[src/rtl/cla_pkg.sv]
// Shared definitions for the nibble-serial CLA subtractor: nibble width and FSM encoding.
package cla_pkg;

    localparam int NIBBLE = 4;

    localparam logic [1:0] IDLE = 2'd0;
    localparam logic [1:0] RUN  = 2'd1;
    localparam logic [1:0] DONE = 2'd2;

    typedef enum logic [1:0] {
        S_IDLE = IDLE,
        S_RUN  = RUN,
        S_DONE = DONE
    } state_t;

endpackage

[src/rtl/cla_nibble_serial_subtractor_cla4_slice.sv]
// 4-bit carry-lookahead adder slice with flat two-level carry generation.
module cla4_slice (
    input  logic [3:0] x,
    input  logic [3:0] y,
    input  logic       ci,
    output logic [3:0] s,
    output logic       co
);

    logic [3:0] p;
    logic [3:0] g;
    logic       c1;
    logic       c2;
    logic       c3;

    assign p = x ^ y;
    assign g = x & y;

    assign c1 = g[0] | (p[0] & ci);
    assign c2 = g[1] | (p[1] & g[0]) | (p[1] & p[0] & ci);
    assign c3 = g[2] | (p[2] & g[1]) | (p[2] & p[1] & g[0]) | (p[2] & p[1] & p[0] & ci);
    assign co = g[3] | (p[3] & g[2]) | (p[3] & p[2] & g[1]) | (p[3] & p[2] & p[1] & g[0])
              | (p[3] & p[2] & p[1] & p[0] & ci);

    assign s = p ^ {c3, c2, c1, ci};

endmodule

[src/rtl/cla_nibble_serial_subtractor.sv]
// Multi-cycle subtractor: diff = a - b - bin, computed one nibble per clock as a + ~b + ~bin
// through a single shared CLA slice, with valid/ready handshakes on both sides.
module cla_nibble_serial_subtractor
    import cla_pkg::*;
#(
    parameter int WIDTH = 16
) (
    input  logic             clk,
    input  logic             rst,
    input  logic             in_valid,
    output logic             in_ready,
    input  logic [WIDTH-1:0] a,
    input  logic [WIDTH-1:0] b,
    input  logic             bin,
    output logic             out_valid,
    input  logic             out_ready,
    output logic [WIDTH-1:0] diff,
    output logic             bout,
    output logic             ovf
);

    localparam int NNIB = WIDTH / NIBBLE;
    localparam int IW   = (NNIB > 1) ? $clog2(NNIB) : 1;
    localparam logic [IW-1:0] LAST = IW'(NNIB - 1);

    if ((WIDTH % NIBBLE) != 0 || WIDTH < 8) begin : g_width_check
        $error("cla_nibble_serial_subtractor: WIDTH must be a multiple of 4 and >= 8");
    end

    state_t            state;
    logic [WIDTH-1:0]  a_q;
    logic [WIDTH-1:0]  nb_q;
    logic              a_msb;
    logic              b_msb;
    logic              carry;
    logic [IW-1:0]     idx;
    logic [NIBBLE-1:0] x;
    logic [NIBBLE-1:0] y;
    logic [NIBBLE-1:0] s;
    logic              co;
    logic              accept;

    assign accept = (state == S_IDLE) && in_valid;

    assign x = a_q[NIBBLE*idx +: NIBBLE];
    assign y = nb_q[NIBBLE*idx +: NIBBLE];

    cla4_slice u_slice (
        .x  (x),
        .y  (y),
        .ci (carry),
        .s  (s),
        .co (co)
    );

    // Operand capture: data only, qualified by accept, so no reset is needed
    always_ff @(posedge clk) begin
        if (accept) begin
            a_q   <= a;
            nb_q  <= ~b;
            a_msb <= a[WIDTH-1];
            b_msb <= b[WIDTH-1];
        end
    end

    // Control FSM, carry chain and result registers
    always_ff @(posedge clk or posedge rst) begin
        if (rst) begin
            state     <= S_IDLE;
            in_ready  <= 1'b1;
            out_valid <= 1'b0;
            diff      <= '0;
            bout      <= 1'b0;
            ovf       <= 1'b0;
            idx       <= '0;
            carry     <= 1'b0;
        end else begin
            case (state)
                S_IDLE: begin
                    if (in_valid) begin
                        carry    <= ~bin;
                        idx      <= '0;
                        in_ready <= 1'b0;
                        state    <= S_RUN;
                    end
                end
                S_RUN: begin
                    diff[NIBBLE*idx +: NIBBLE] <= s;
                    carry <= co;
                    idx   <= idx + 1'b1;
                    if (idx == LAST) begin
                        // Borrow is the inverted carry of a + ~b + ~bin
                        bout      <= ~co;
                        ovf       <= (a_msb != b_msb) && (s[NIBBLE-1] != a_msb);
                        out_valid <= 1'b1;
                        state     <= S_DONE;
                    end
                end
                S_DONE: begin
                    if (out_ready) begin
                        out_valid <= 1'b0;
                        in_ready  <= 1'b1;
                        state     <= S_IDLE;
                    end
                end
                default: begin
                    state     <= S_IDLE;
                    in_ready  <= 1'b1;
                    out_valid <= 1'b0;
                end
            endcase
        end
    end

endmodule

[config.mk]
export PLATFORM = sky130hd
export DESIGN_NAME = cla_nibble_serial_subtractor
export DESIGN_NICKNAME = d
export VERILOG_FILES = /design/src/rtl/cla_pkg.sv /design/src/rtl/cla_nibble_serial_subtractor_cla4_slice.sv /design/src/rtl/cla_nibble_serial_subtractor.sv
export SDC_FILE = /design/constraint.sdc
export NUM_CORES = 1
export LEC_CHECK = 0
export CAP_MARGIN = 20
export CORE_ASPECT_RATIO = 1.4
export CORE_MARGIN = 5
export CORE_UTILIZATION = 50
export DETAILED_ROUTE_END_ITERATION = 8
export GPL_TIMING_DRIVEN = 1
export PLACE_DENSITY_LB_ADDON = 0.08
export SLEW_MARGIN = 20
export SYNTH_ARGS = -nofsm -noshare
export SYNTH_HDL_FRONTEND = slang
export SYNTH_SLANG_ARGS = --single-unit
[constraint.sdc]
create_clock -name clk -period 4.45 [get_ports clk]
set_input_delay 0.89 -clock clk [delete_from_list [all_inputs] [get_ports clk]]
set_output_delay 0.89 -clock clk [all_outputs]
set_load 0.05 [all_outputs]
; Word level (Yosys, flattened, before mapping)
; Index checks and enable logic that the tools add are counted.
; W data, S select, Z words.
[classes]
n_addsub = 2
n_eq_ne = 8
shifts = 4
muxes = 15
bitwise = 34
reduce_logical = 9
[op_table]
columns = operator, n
row1 = $neg A4 Y34, 1
row2 = $shift A4 B34 Y16 const A, 1
row3 = $shiftx A4 B34 Y16, 1
row4 = $shiftx A16 B5 Y4, 2
row5 = $and A1 B1 Y1, 16
row6 = $bwmux W16, 1
row7 = $not A16 Y16, 1
row8 = $or A1 B1 Y1, 10
row9 = $reduce_and A3 Y1, 3
row10 = $mux W2, 4
row11 = $xor A4 B4 Y4, 2
row12 = $ne A2 B2 Y1 const B, 3
row13 = $pmux W1 S3, 2
row14 = $pmux W2 S3, 1
row15 = $mux W1, 5
row16 = $and A4 B4 Y4, 1
row17 = $eq A2 B2 Y1 const B, 2
row18 = $not A1 Y1, 4
row19 = $pmux W2 S2, 1
row20 = $reduce_and A2 Y1, 2
row21 = $add A2 B1 Y2 const B, 1
row22 = $eq A2 B1 Y1 const B, 1
row23 = $logic_and A1 B1 Y1, 2
row24 = $logic_not A2 Y1, 1
row25 = other kinds (3), 4
[word_totals]
reg_bits = 59
output_inout_bits = 20

; Depth between registers and ports, before layout
; Gate-level depths: netlist (run 1).
[logic_depth]
depth_word = 9
ltp_mapped = 7

; By module
; A second synthesis (run 1) with hierarchy kept.
[unflattened]
hier_cells = 184
area_unflattened_um2 = 2566.2
[by_module_without_submodules]
columns = mod, instances, cells_each, area_each_um2, seq_area_each_um2
row1 = cla_nibble_serial_subtractor, 1, 167, 2418.6, 1617.8
row2 = cla4_slice, 1, 17, 147.6, 0.0

; Least setup slack after synthesis (run 1)
; OpenSTA, ideal clock, no wires.
[synth_timing]
path_type = input to register
startpoint = in in_valid
endpoint = reg a_q[0] (enable)
arrival_ns = 3.331
required_ns = 3.979
path_slack_ns = 0.648
stages = 1
path_buffers = 0
cell_sequence = nor3b_1
[synth_between]
elab_chain_cells = 1
[synth_lines]
columns = element, line
row1 = from (decl), cla_nibble_serial_subtractor.sv:10  ; input logic in_valid,
row2 = $logic_and A1 B1 Y1, cla_nibble_serial_subtractor.sv:43  ; assign accept = (state == S_IDLE) && in_valid;
row3 = to (signal assigned), cla_nibble_serial_subtractor.sv:59  ; a_q <= a;
row4 = to (decl), cla_nibble_serial_subtractor.sv:31  ; logic [WIDTH-1:0] a_q;
; Every way passes these cells.
; A chain may end at the register's enable or synchronous reset.

; Final worst setup path (run 1)
[layout_timing]
startpoint = reg idx[0]
endpoint = reg diff[15]
[layout_between]
elab_chain_cells = 9
elab_cells_between_ends = 24
cone_classes = add/sub: 1 / shift: 4 / mux: 1 / bitwise: 18
[layout_lines]
columns = element, line
row1 = from (decl), cla_nibble_serial_subtractor.sv:36  ; logic [IW-1:0] idx;
row2 = from (signal assigned), cla_nibble_serial_subtractor.sv:90  ; idx <= idx + 1'b1;
row3 = $shiftx A16 B5 Y4 (on tied branches), "cla_nibble_serial_subtractor.sv:45, cla_nibble_serial_subtractor.sv:46"
row4 = $xor A4 B4 Y4 / $and A4 B4 Y4 (equally long branches), "cla_nibble_serial_subtractor_cla4_slice.sv:16, cla_nibble_serial_subtractor_cla4_slice.sv:17"
row5 = $and A1 B1 Y1, cla_nibble_serial_subtractor_cla4_slice.sv:21  ; assign c3 = g[2] | (p[2] & g[1]) | (p[2] & p[1] & g[0]) | (p[2] & p[1] & p[0] & ci);
row6 = $or A1 B1 Y1 / $and A1 B1 Y1 (equally long branches) (2 in series), cla_nibble_serial_subtractor_cla4_slice.sv:21
row7 = $or A1 B1 Y1, cla_nibble_serial_subtractor_cla4_slice.sv:21
row8 = $xor A4 B4 Y4, cla_nibble_serial_subtractor_cla4_slice.sv:25  ; assign s = p ^ {c3, c2, c1, ci};
row9 = $shiftx A4 B34 Y16, cla_nibble_serial_subtractor.sv:88  ; diff[NIBBLE*idx +: NIBBLE] <= s;
row10 = $bwmux W16 *, cla_nibble_serial_subtractor.sv:88
row11 = "to (signal, indexed assignment)", cla_nibble_serial_subtractor.sv:88
row12 = to (decl), cla_nibble_serial_subtractor.sv:17  ; output logic [WIDTH-1:0] diff,
; Every way passes the cells marked *; elsewhere a longest branch is shown, timed or not.

==> metrics.csv, run 1 <==
stage,metric,value,unit
logic_synthesis,Post-synth ARST share,0.431,
global_route,initial antenna violation count,0,
logic_synthesis,area share of the largest cell type after synthesis,0.389,
floorplan,die height,94.5,um
min_path,worst hold path class,flop to flop,
logic_synthesis,Cells after Synth,183,
route,max layer used,met4,
cells_and_area,Area Overhead vs Synth,30.7,%
logic_synthesis,top-count cell post-synth,edfxtp_1,
floorplan,DIE AREA,6640,um2
sta,"Worst Setup Slack, final",1.39,ns
cells_and_area,share of layout cells above drive strength 1,0.107,
placed_design,# port buffers,56,
power_and_ir_drop,power per cell area,738,nW/um2
sta,unrepaired setup endpoints after global routing,false,
cells_and_area,area occupied by multi-input gates,827,um2
placed_design,pre-CTS WS,1.39,ns
route,per-cell routed wire length,15.0,um
floorplan,Core Footprint,4920,um2
sta,Tightest Pin Transition,0.860,ns
power_and_ir_drop,Max rail drop VDD,0.295,mV
cells_and_area,Diodes inserted,0,
critical_path,Worst path top cell family by delay,flip-flops,
logic_synthesis,post-synthesis sequential area ratio,0.635,
clock_tree,CTS tree,yes,
sta,count of final setup violators,0,
placed_design,Final GP Congestion,0.855,
logic_synthesis,synth unique cells,35,
route,routed wl met2,2540,um
clock_tree,Root Driver,clkbuf_8,
cells_and_area,nets,295,
cells_and_area,Storage cell area,1620,um2
global_route,first-pass GRT wire length,7960,um
critical_path,critical path launch point type,flop,
global_route,gr usage total,0.157,
cells_and_area,number of fillers in the final layout,366,
power_and_ir_drop,Power Internal,1.40,mW
job,Max-Cap Viols,0,
logic_synthesis,Commonest cells post-synth,"edfxtp_1 (33), dfrtp_1 (24), inv_1 (22)",
logic_synthesis,Avg Inst Size Synth,13.9,um2
power_and_ir_drop,leak pwr,1.34,nW
critical_path,worst-path fanout max,16,
critical_path,crit path cell chain,mux4_2 -> ha_1 -> a21o_1 -> and4_1 -> nor3_1 -> a22o_1,
logic_synthesis,syn nets,231,
power_and_ir_drop,Comb pwr share,0.491,
route,met3 wire length,271,um
logic_synthesis,flip-flop and latch count after synthesis,58,
route,Pre-antenna DRT Iters,4,
clock_tree,CTS hold repair buffers,0,
power_and_ir_drop,switching portion of total power,0.432,
sta,post-layout minimum cycle time,3.06,ns
power_and_ir_drop,Sw Pwr,1.06,mW
route,Final ANT Viol Nets,0,
sta,setup TNS,0,ns
sta,clock skew,0.00842,ns
sta,hold_ws,0.482,ns
critical_path,CP max stage cell,dfrtp_1,
floorplan,# IOs,57,
sta,Slew headroom,0.423,
route,total wire length,4730,um
clock_tree,Max Buffers Root-to-Sink,2,
status,outcome,completed,
global_route,grt ovf,0,
power_and_ir_drop,Clk pwr share,0.158,
clock_tree,"Reg clk slew, reported paths",0.06,ns
clock_tree,post-CTS sizing,0,
placed_design,dpl cells,300,
critical_path,CP Buf/Inv Count,0,
logic_synthesis,Mapped Area,2550,um2
global_route,number of global-route vias before repair,1789,
route,DR vias/cell,5.15,
logic_synthesis,synth top area cells,"edfxtp_1 (39%), dfrtp_1 (24%), mux4_2 (7.1%)",
logic_synthesis,"Top FF cell, synth",edfxtp_1,
clock_tree,CTS Sinks,58,
critical_path,arrival time worst endpoint,3.32,ns
floorplan,Initial Util,0.518,
critical_path,CP endpoint kind,flop,
route,Iter 0 DRT Violations,108,
critical_path,kind of critical path,flop to flop,
critical_path,Crit path largest cell delay,0.82,ns
sta,final worst path period share,0.687,
clock_tree,H-tree depth,3,
clock_tree,Clock Latency Late Sink,0.33,ns
critical_path,"Req. time, crit path",4.71,ns
route,# DRC,0,
route,M1 WL,1800,um
sta,Final Hold Vio Count,0,
cells_and_area,"non-filler cells, final",316,
route,Vias,1628,
logic_synthesis,YS warnings,0,
sta,Pins Over Slew Limit,0,
sta,Fmax,327,MHz
global_route,largest net degree at the start of global routing,34,
floorplan,FP Rows,30,
power_and_ir_drop,Total Power,2.46,mW
placed_design,hpwl dp,3630,um
logic_synthesis,Yosys top cell by area,edfxtp_1,
power_and_ir_drop,share of power burned in registers,0.351,
floorplan,chip width,70.3,um
clock_tree,cts bufs inserted,9,
clock_tree,"Setup Fix Bufs, Post-CTS",0,
logic_synthesis,"EDFF count, synth",33,
## worst register-to-register path, stage by stage, from the launching register on
cell	delay [ns]
dfrtp_1	0.82
mux4_2	0.65
ha_1	0.35
a21o_1	0.20
and4_1	0.23
nor3_1	0.53
a22o_1	0.22
## cell families (layout without fill, tap and decap cells)
group	after synthesis	after routing	synth area share
adders and majority gates	11	11	0.0570
buffers and inverters	26	95	0.0422
muxes	9	9	0.0751
AOI/OAI and AO/OA	34	34	0.0948
DFF	58	58	0.635
xor gates and xnor gates	2	2	0.00688
and+or+nand+nor	43	43	0.0889
## cell type report
type	count	share of cell area
repair buffers	57	0.171
well taps	64	0.0241
multi-input cells	99	0.248
clock buffers	12	0.0406
inverters	22	0.0248
clock inverters	4	0.00564
flip-flops and latches	58	0.486
## path summary, 6_finish.rpt
check                           startpoint  depth (start not counted)  slack (ns)  endpoint
worst max-delay path                idx[0]                          6        1.39  diff[15]
worst min-delay path               diff[9]                          2        0.48   diff[9]
worst max register to register      idx[0]                          6        1.39  diff[15]
worst min register to register     diff[9]                          2        0.48   diff[9]
max in group asynchronous              rst                          2        3.10  diff[15]
min in group asynchronous              rst                          2        0.94     carry
## routing by layer
layer,GRT usage,vias up
met5,0,-
met4,0.0815,0
met3,0.0469,10
met2,0.285,54
met1,0.161,770
li1,-,794
## flip-flops by register name (all words and copies together) (netlist names)
name and count:
out_valid 1, bout 1, ovf 1, carry 1, b_msb 1, diff 16
nb_q 16, state 2, a_q 16, idx 2, in_ready 1
## power groups by stage
stage          clock network (mW)  registers [mW]  logic, mW
3_5_place_dp                    0           0.877       1.21
4_1_cts                     0.399           0.866       1.22
3_3_place_gp                    0           0.868       1.18
6_report                    0.389           0.862       1.21
2_1_floorplan                   0            1.05      0.678
5_1_grt                     0.423           0.886       1.31
## through the flow
| step | util | instance area [um2] |
|---|---|---|
| floorplan | - | 2550 |
| CTS | 0.677 | 3330 |
| finish | 0.677 | 3330 |
| detailed placement | 0.646 | 3180 |
| global route | 0.677 | 3330 |
| global placement | 0.646 | 3180 |
## cells in the final DEF, fill, tap and decap left out, types with 2 or more instances in the layout
cell type,n
xnor2_1,2
dfrtp_1,24
mux4_2,8
a22o_1,9
nor2_1,8
clkbuf_8,9
clkbuf_1,3
clkinv_2,3
clkdlybuf4s50_1,56
inv_1,21
clkinv_1,2
nand2_1,20
o21ai_0,6
o31ai_1,7
nor3_1,2
a21oi_1,6
edfxtp_1,33
nor2b_1,3
ha_1,10
Power figures use the tool's default switching activity.
==> run 2, diff against run 1 <==
clock period = 3.2 ns   (was 4.45 ns; I/O delays follow)
==> run 2 against run 1 <==
  * Sequential share of layout area is 1.1 points lower
  * Sequential power is 37% higher
  * Wire length is 2.7% higher
  * Largest cell class unchanged
  * Non-clock buffer count is 2 higher
  * Largest power group unchanged
==> metrics.csv, run 2 (synthesis results as in run 1) <==
stage,metric,value,unit,change
status,outcome,completed,,unchanged
clock_tree,"Reg clk slew, reported paths",0.06,ns,about the same
critical_path,critical path launch point type,flop,,unchanged
placed_design,hpwl dp,3740,um,was 3630 um
cells_and_area,Diodes inserted,0,,unchanged
sta,Tightest Pin Transition,0.912,ns,was 0.860 ns
job,Max-Cap Viols,0,,unchanged
route,Pre-antenna DRT Iters,4,,unchanged
global_route,initial antenna violation count,0,,unchanged
cells_and_area,"most common cell after layout, fill and taps aside",clkdlybuf4s50_1,,unchanged
min_path,worst hold path class,flop to flop,,unchanged
route,Final ANT Viol Nets,0,,unchanged
floorplan,DIE AREA,6640,um2,unchanged
critical_path,arrival time worst endpoint,2.97,ns,was 3.32 ns
sta,setup TNS,0,ns,unchanged
clock_tree,CTS hold repair buffers,0,,unchanged
power_and_ir_drop,Max rail drop VDD,0.475,mV,was 0.295 mV
global_route,grt ovf,0,,unchanged
critical_path,worst-path fanout max,12,,was 16
critical_path,Worst Reg-to-Reg Cells,7,,was 6
placed_design,Final GP Congestion,0.794,,was 0.855
cells_and_area,share of layout cells above drive strength 1,0.118,,was 0.107
critical_path,kind of critical path,flop to flop,,unchanged
sta,Pins Over Slew Limit,0,,unchanged
clock_tree,"Setup Fix Bufs, Post-CTS",0,,unchanged
floorplan,chip width,70.3,um,unchanged
route,Iter 0 DRT Violations,84,,was 108
cells_and_area,nets,297,,was 295
cells_and_area,final core utilization,0.692,,was 0.677
critical_path,R2R Path End,diff[3],,was diff[15]
placed_design,# port buffers,56,,unchanged
cells_and_area,"commonest cells after routing, fill and taps aside","clkdlybuf4s50_1 (56), edfxtp_1 (33), dfrtp_1 (24), inv_1 (21), nand2_1 (20)",,unchanged
critical_path,"Req. time, crit path",3.47,ns,was 4.71 ns
min_path,hold path endpoint,diff[4],,was diff[9]
clock_tree,CTS Sinks,58,,unchanged
sta,Slew headroom,0.388,,was 0.423
min_path,hold_sp,diff[4],,was diff[9]
global_route,largest net degree at the start of global routing,34,,unchanged
clock_tree,cts bufs inserted,9,,unchanged
critical_path,worst r2r src,idx[0],,unchanged
route,per-cell routed wire length,15.3,um,was 15.0 um
sta,Fmax,370,MHz,was 327 MHz
cells_and_area,Largest regs,"a_q: 16 flops, diff: 16 flops, nb_q: 16 flops",,unchanged
critical_path,r2r setup slk,0.50,ns,was 1.39 ns
min_path,hold path depth,2,,unchanged
floorplan,Core Footprint,4920,um2,unchanged
clock_tree,post-CTS sizing,0,,unchanged
global_route,number of global-route vias before repair,1842,,was 1789
floorplan,Initial Util,0.518,,unchanged
power_and_ir_drop,leak pwr,1.37,nW,was 1.34 nW
clock_tree,Max Buffers Root-to-Sink,2,,unchanged
sta,count of final setup violators,0,,unchanged
sta,unrepaired setup endpoints after global routing,false,,unchanged
route,# DRC,0,,unchanged
route,total wire length,4860,um,was 4730 um
sta,hold_ws,0.477,ns,was 0.482 ns
sta,clock skew,0.00571,ns,was 0.00842 ns
critical_path,worst setup path startpoint,idx[0],,unchanged
floorplan,die height,94.5,um,unchanged
clock_tree,CTS tree,yes,,unchanged
clock_tree,Root Driver,clkbuf_8,,unchanged
cells_and_area,Area Overhead vs Synth,33.6,%,was 30.7%
global_route,gr usage total,0.164,,was 0.157
critical_path,CP endpoint kind,flop,,unchanged
sta,post-layout minimum cycle time,2.70,ns,was 3.06 ns
floorplan,FP Rows,30,,unchanged
global_route,first-pass GRT wire length,8200,um,was 7960 um
sta,final worst path period share,0.845,,was 0.687
floorplan,# IOs,57,,unchanged
route,DR vias/cell,5.21,,was 5.15
clock_tree,H-tree depth,3,,unchanged
power_and_ir_drop,power per cell area,1060,nW/um2,was 738 nW/um2
power_and_ir_drop,Total Power,3.61,mW,was 2.46 mW
route,Vias,1658,,was 1628
clock_tree,Clock Latency Late Sink,0.33,ns,about the same
sta,Final Hold Vio Count,0,,unchanged
==> run 2: changes by cell type in the layout (fill, tap and decap cells not counted), sizes merged <==
cell      before  now
clkbuf        12    9
clkinvlp       0    1
bufinv         0    2
buf            1    3
==> run 2: worst max-delay path, cell delays in order, from the launching register on <==
cell and delay, ns:
dfrtp_1 0.48, buf_4 0.27, mux4_2 0.52, ha_1 0.35
o21ai_0 0.13, o21a_1 0.21, nor3_1 0.46, a22o_1 0.21
==> run 2: worst max path at each step <==
stage,to,slack (ns),depth (start not counted)
after floorplan,ovf,0.55,7
after global placement,diff[3],0.57,7
after detailed placement,diff[3],0.47,7
after CTS,diff[11],0.46,7
after global routing,diff[3],0.24,7
final,diff[3],0.50,7
==> run 2: area by class of cell <==
type	instances	area [um2]
clock buffers	9	124
clock inverters	7	83.8
fillers	376	1510
inverters	22	82.6
multi-input cells	99	833
flip-flops and latches	58	1620
well taps	64	80.1
repair buffers	59	583
==> run 2: where the power goes <==
group | switching [mW] | internal, mW | leakage (nW) | total (mW)
logic | 1.06 | 0.670 | 0.638 | 1.73
clock network | 0.273 | 0.428 | 0.102 | 0.701
registers | 0.159 | 1.02 | 0.630 | 1.18
total | 1.49 | 2.12 | 1.37 | 3.61
==> run 2: layer usage <==
layer	GRT usage	part of all wire	wire length, um
met2	0.294	0.54	2650
met1	0.173	0.39	1880
met5	0	0	0
met3	0.0596	0.057	277
met4	0.0671	0.012	57
==> run 2: per-stage QoR <==
step                instance area [um2]  setup WS [ns]  instances
global placement                   3200          0.570        302
CTS                                3400          0.463        318
finish                             3400          0.497        318
global route                       3400          0.238        318
floorplan                          2550          0.549        183
detailed placement                 3200          0.474        302
